[src/rtl/fsm_periferico.sv]
// -----------------------------------------------------------------------------
// fsm_periferico
//   Peripheral-side responder for the processor send/ack handshake. Each word
//   offered with send==01 is captured into a local circular FIFO and answered
//   with a 4-phase handshake on ack. A local consumer drains the FIFO via rd_en.
//
// Parameters
//   DEPTH      FIFO entries (power of two, >= 2)
//   ACK_DELAY  extra cycles spent in WAIT before ack is raised (0..15)
//
// Ports
//   clk       in   single clock, all logic on posedge
//   rst       in   asynchronous active-low reset
//   send      in   [1:0] 01 = request, 00 = idle, 1x = illegal
//   dado      in   [15:0] data word, sampled only on the capture edge
//   ack       out  [1:0] 01 = word accepted, 00 = idle
//   rd_en     in   pop head word (ignored when empty)
//   data_out  out  [15:0] FIFO head word, valid while !empty
//   empty     out  FIFO holds 0 words
//   full      out  FIFO holds DEPTH words
//   count     out  [$clog2(DEPTH):0] words held
//   rx_total  out  [15:0] words accepted since reset, wraps
//   err       out  sticky illegal-send flag
// -----------------------------------------------------------------------------
module fsm_periferico #(
  parameter int DEPTH     = 4,
  parameter int ACK_DELAY = 0
) (
  input  logic                     clk,
  input  logic                     rst,
  input  logic [1:0]               send,
  input  logic [15:0]              dado,
  output logic [1:0]               ack,
  input  logic                     rd_en,
  output logic [15:0]              data_out,
  output logic                     empty,
  output logic                     full,
  output logic [$clog2(DEPTH):0]   count,
  output logic [15:0]              rx_total,
  output logic                     err
);

  localparam int AW = $clog2(DEPTH);
  localparam int CW = AW + 1;

  localparam logic [1:0] S_IDLE = 2'd0;
  localparam logic [1:0] S_WAIT = 2'd1;
  localparam logic [1:0] S_ACK  = 2'd2;
  localparam logic [1:0] S_REL  = 2'd3;

  // WAIT exits when the counter reads zero, so it is loaded with D-1.
  localparam logic [3:0] DLY_LOAD = (ACK_DELAY == 0) ? 4'd0 : 4'(ACK_DELAY - 1);

  logic [1:0]    state, next_state;
  logic [3:0]    dly_cnt;
  logic          req, wr, pop;

  logic [15:0]   mem [DEPTH];
  logic [CW-1:0] rd_ptr, wr_ptr, count_n, head_n;

  // Illegal codes (1x) are not a request, so they behave like 00.
  assign req = (send == 2'b01);
  // Write is decided on the pre-pop full flag: a full FIFO refuses the word
  // even if the consumer pops in the same cycle.
  assign wr  = (state == S_IDLE) && req && !full;
  assign pop = rd_en && !empty;

  // NOTE: combinational blocks assign every output a default first so no
  // path leaves a signal unassigned and infers a latch.
  always_comb begin
    next_state = state;
    case (state)
      S_IDLE: if (wr) next_state = (ACK_DELAY == 0) ? S_ACK : S_WAIT;
      S_WAIT: if (dly_cnt == 4'd0) next_state = S_ACK;
      S_ACK:  if (!req) next_state = S_REL;
      S_REL:  next_state = S_IDLE;
      default: next_state = S_IDLE;
    endcase
  end

  // NOTE: sequential state uses non-blocking assignments so every flop
  // samples pre-edge values regardless of statement order.
  always_ff @(posedge clk or negedge rst) begin
    if (!rst) begin
      state   <= S_IDLE;
      ack     <= 2'b00;
      dly_cnt <= 4'd0;
      err     <= 1'b0;
    end else begin
      state <= next_state;
      // ack is registered from the next state so it changes on the same
      // edge as the state it reflects.
      ack   <= {1'b0, next_state == S_ACK};
      if (wr)
        dly_cnt <= DLY_LOAD;
      else if (state == S_WAIT && dly_cnt != 4'd0)
        dly_cnt <= dly_cnt - 4'd1;
      if (send[1])
        err <= 1'b1;
    end
  end

  // NOTE: the storage array carries no reset; only pointers and flags do,
  // and data_out is forced to zero separately, so stale words are never seen.
  always_ff @(posedge clk) begin
    if (wr)
      mem[wr_ptr[AW-1:0]] <= dado;
  end

  assign count_n = count + CW'(wr) - CW'(pop);
  assign head_n  = pop ? rd_ptr + CW'(1) : rd_ptr;

  always_ff @(posedge clk or negedge rst) begin
    if (!rst) begin
      rd_ptr   <= '0;
      wr_ptr   <= '0;
      count    <= '0;
      full     <= 1'b0;
      empty    <= 1'b1;
      data_out <= 16'h0000;
      rx_total <= 16'h0000;
    end else begin
      if (wr) begin
        wr_ptr   <= wr_ptr + CW'(1);
        rx_total <= rx_total + 16'd1;
      end
      if (pop)
        rd_ptr <= rd_ptr + CW'(1);
      count <= count_n;
      full  <= (count_n == CW'(DEPTH));
      empty <= (count_n == '0);
      // Registered head: when the next head slot is the one being written
      // this edge, bypass the array and present dado directly.
      if (count_n != '0) begin
        if (wr && head_n[AW-1:0] == wr_ptr[AW-1:0])
          data_out <= dado;
        else
          data_out <= mem[head_n[AW-1:0]];
      end
    end
  end

endmodule

[config.mk]
export PLATFORM = sky130hd
export DESIGN_NAME = fsm_periferico
export DESIGN_NICKNAME = d
export VERILOG_FILES = /design/src/rtl/fsm_periferico.sv
export SDC_FILE = /design/constraint.sdc
export NUM_CORES = 1
export LEC_CHECK = 0
export ABC_AREA = 1
export CORE_MARGIN = 1.5
export CORE_UTILIZATION = 43
export CTS_CLUSTER_SIZE = 24
export DETAILED_ROUTE_END_ITERATION = 8
export PLACE_DENSITY = 0.76
export SLEW_MARGIN = 20
export SYNTH_ARGS = -nofsm -noshare
export SYNTH_HDL_FRONTEND = slang
export SYNTH_SLANG_ARGS = --single-unit
[constraint.sdc]
create_clock -name clk -period 5.9 [get_ports clk]
set_clock_uncertainty 0.15 [all_clocks]
set_input_delay 0.885 -clock clk [delete_from_list [all_inputs] [get_ports clk]]
set_output_delay 0.885 -clock clk [all_outputs]
set_load 0.02 [all_outputs]
==> metrics.txt <==
cts repair resizes 0; DRC viols 0; crit path buf inv count 5; Synthesized Nets 536; Max Cap Viol 0; final worst-path cycle share 0.6664; final non-filler cell total between 700 and 800; setup ws final around 2000 ps; crit-path max cell delay about 450 ps; setup_tns 0 ps; DRT antenna net count 0; Reg2Reg Setup Slack between 2000 and 3000 ps; EDFF count, synth 64; Overflow after GRT 0; layout cell share with drive strength beyond 1 0.1448; Yosys warning count 0; power share of the clock group 0.276; Clock Tree Root clkbuf_16; combinational share of power 0.385; largest net degree at the start of global routing 50; Worst path top cell family by delay simple AND/OR/NAND/NOR gates; Startpoint Class input port; register area share after synthesis 0.6111; min cycle time layout ~3900 ps; Placed Cells between 600 and 700; fmax between 0.2 and 0.3 GHz; DR iter-0 viols approximately 250; worst hold-check path type reg2reg; cell breakdown of the critical path clkdlybuf4s50_1, inv_1, nor2_1, nand3_2, ha_1, inv_1, ha_1, fa_1, xnor2_1, or2_1, nand2_1, inv_1, nand2_2, inv_2, nand2_1, nand2_1; Mapped Cells between 500 and 600; CTS clk-pin slew, worst paths about 60 ps; RSZ-0062 raised after global routing false; row count 39; switch share 0.3955; DR vias/cell 5.104; Worst Setup End Kind register; pre-CTS WS about 1600 ps; Reg power frac 0.340; IO Count 61; measured slew at the worst slew-check pin just over 1000 ps; top cell type's share of synthesized area 0.3729; CTS hold repair buffers 0; final setup fails 0; largest cells by area after synthesis edfxtp_1, dfrtp_1, nand2_1; hold slack roughly 320 ps; cell taking the most area after synthesis edfxtp_1; H-tree Lvls 4; die area about 13000 µm²; Worst slew margin 0.3080; Final GP Congestion ~0.84; number of global-route vias before repair 3608; Leakage ~0.0027 µW; Layout Nets 598; kind of critical path in2reg; CTS buffer count 17; VDD IR max 186.9 µV; slowest CP cell clkdlybuf4s50_1; critical-path maximum fanout 17; P_int around 2000 µW; number of synthesized register bits 113; post-synthesis cell type count 35; Mean Syn Cell Area 10.21 µm²; drt pass-1 iters 8; sw power 1316 µW; outcome complete, no violations; routed vias ~3700; ys flop type edfxtp_1; initial core utilization 0.4456; routed wire length approximately 11 mm; chip width roughly 110 µm; pwr dens between 500 and 600 nW/µm²; Core Box Area about 12000 µm²; Syn Std Cell Area slightly above 5000 µm²; crit path DAT 4080 ps; Vert. Die Dim between 100 and 150 µm; IO Port Bufs 59; Clock Tree Buf Depth 2; Slew Viols, Final 0; Post-CTS Setup Repair Bufs 0; hpwl dp roughly 6.8 mm; WP data required between 6000 and 7000 ps; diode count 0; asr flop ratio synth 0.4336; initial antenna violation count 0; clock sink count ~110; Tot GR Track Use 0.1872; filler cell count roughly 950; Layout area overhead 23.40%; Final Hold Vio Count 0; DR WL/cell approximately 15 µm; CTS tree yes; total power 3328 µW; Clk Latency, worst-skew pair around 420 ps; global-route wire length before repair about 18 mm
-- layout make-up --
| type | instances | area [µm²] | share of cell area |
|---|---|---|---|
| clock buffers | 17 | 425.4 | 0.06689 |
| clock inverters | 15 | 112.6 | 0.01771 |
| inverters | 54 | 205.2 | 0.03226 |
| multi-input cells | 321 | 1695 | 0.2666 |
| flip-flops and latches | 113 | 3149 | 0.4952 |
| well taps | 143 | 178.9 | 0.02813 |
| repair buffers | 60 | 593.1 | 0.09325 |
-- worst register-to-register path, cell delays in order, from the launching register on --
cell	delay, ps
dfrtp_1	390
nor2_1	140
nand3_2	330
ha_1	430
inv_1	40
ha_1	180
fa_1	390
xnor2_1	150
or2_1	210
nand2_1	80
inv_1	70
nand2_2	290
inv_2	220
nand2_1	110
nand2_1	60
-- cell usage in the layout (no fill, tap or decap), types with 2 or more instances in the layout --
master / count
clkbuf_16: 17
dfrtp_1: 48
nor2_2: 6
clkinv_2: 3
nand3_2: 3
inv_1: 47
xnor2_1: 7
edfxtp_1: 64
nand3_1: 90
clkinvlp_4: 6
nand2_1: 129
a21oi_1: 3
nand4_1: 2
inv_6: 4
o21ai_0: 8
nand2_4: 5
nand2_2: 23
ha_1: 9
nor2_1: 13
xor2_1: 6
nand3_4: 2
clkdlybuf4s50_1: 58
clkinv_4: 2
nor3_1: 7
inv_2: 6
-- power by group through the flow --
stage               clock (µW)  combinational, µW  sequential [µW]
finish                     918               1280             1130
global route               972               1420             1150
CTS                        930               1290             1130
detailed placement           0               1280             1140
global placement             0               1230             1140
floorplan                    0                793             1220
-- per-layer routing --
layer,vias to the layer above,global-route usage,share of wire
met1,1796,0.2354,0.44
met3,13,0.05454,0.051
li1,1782,-,-
met2,99,0.3027,0.49
met5,-,0,0
met4,0,0.08270,0.015
-- synthesized netlist by cell type, types with 3 or more instances --
cell,number
inv_1,47
dfrtp_1,48
nand2_4,5
nand3_2,3
buf_2,7
ha_1,9
nand3_1,90
nor2_1,17
clkbuf_1,3
inv_2,6
xnor2_1,7
a21oi_1,3
nor3_1,7
o21ai_0,8
nand2_1,129
xor2_1,6
nand2_2,23
edfxtp_1,64
-- final timing paths --
kind / depth (start not counted) / start / endpoint
max in group asynchronous: 2 / rst / count[2]
min reg2reg: 1 / err / err
min: 1 / err / err
max reg2reg: 14 / state[1] / data_out[7]
min in group asynchronous: 2 / rst / rx_total[8]
max: 16 / send[0] / data_out[7]
-- cells by family after synthesis --
group	after synthesis	share of synthesized area
fa+ha+maj	10	0.02573
simple gates	285	0.2666
flops	113	0.6111
buf+inv	71	0.06191
xor+xnor	13	0.02209
compound gates	12	0.01190
other cells	1	0.0007276
-- state kept, by name, summed over array words and instances, names as in the netlist --
| signal | cells |
|---|---|
| dly_cnt | 4 |
| data_out | 16 |
| wr_ptr | 2 |
| rd_ptr | 2 |
| ack | 1 |
| rx_total | 16 |
| empty | 1 |
| state | 2 |
| err | 1 |
| count | 3 |
| mem | 64 |
| full | 1 |
-- through the flow --
step | utilization | cell area [µm²]
after floorplan | - | 5154
after global placement | 0.5034 | 5822
after detailed placement | 0.5034 | 5822
after CTS | 0.5499 | 6360
after global routing | 0.5499 | 6360
final | 0.5499 | 6360
(Power assumes the default switching activity.)
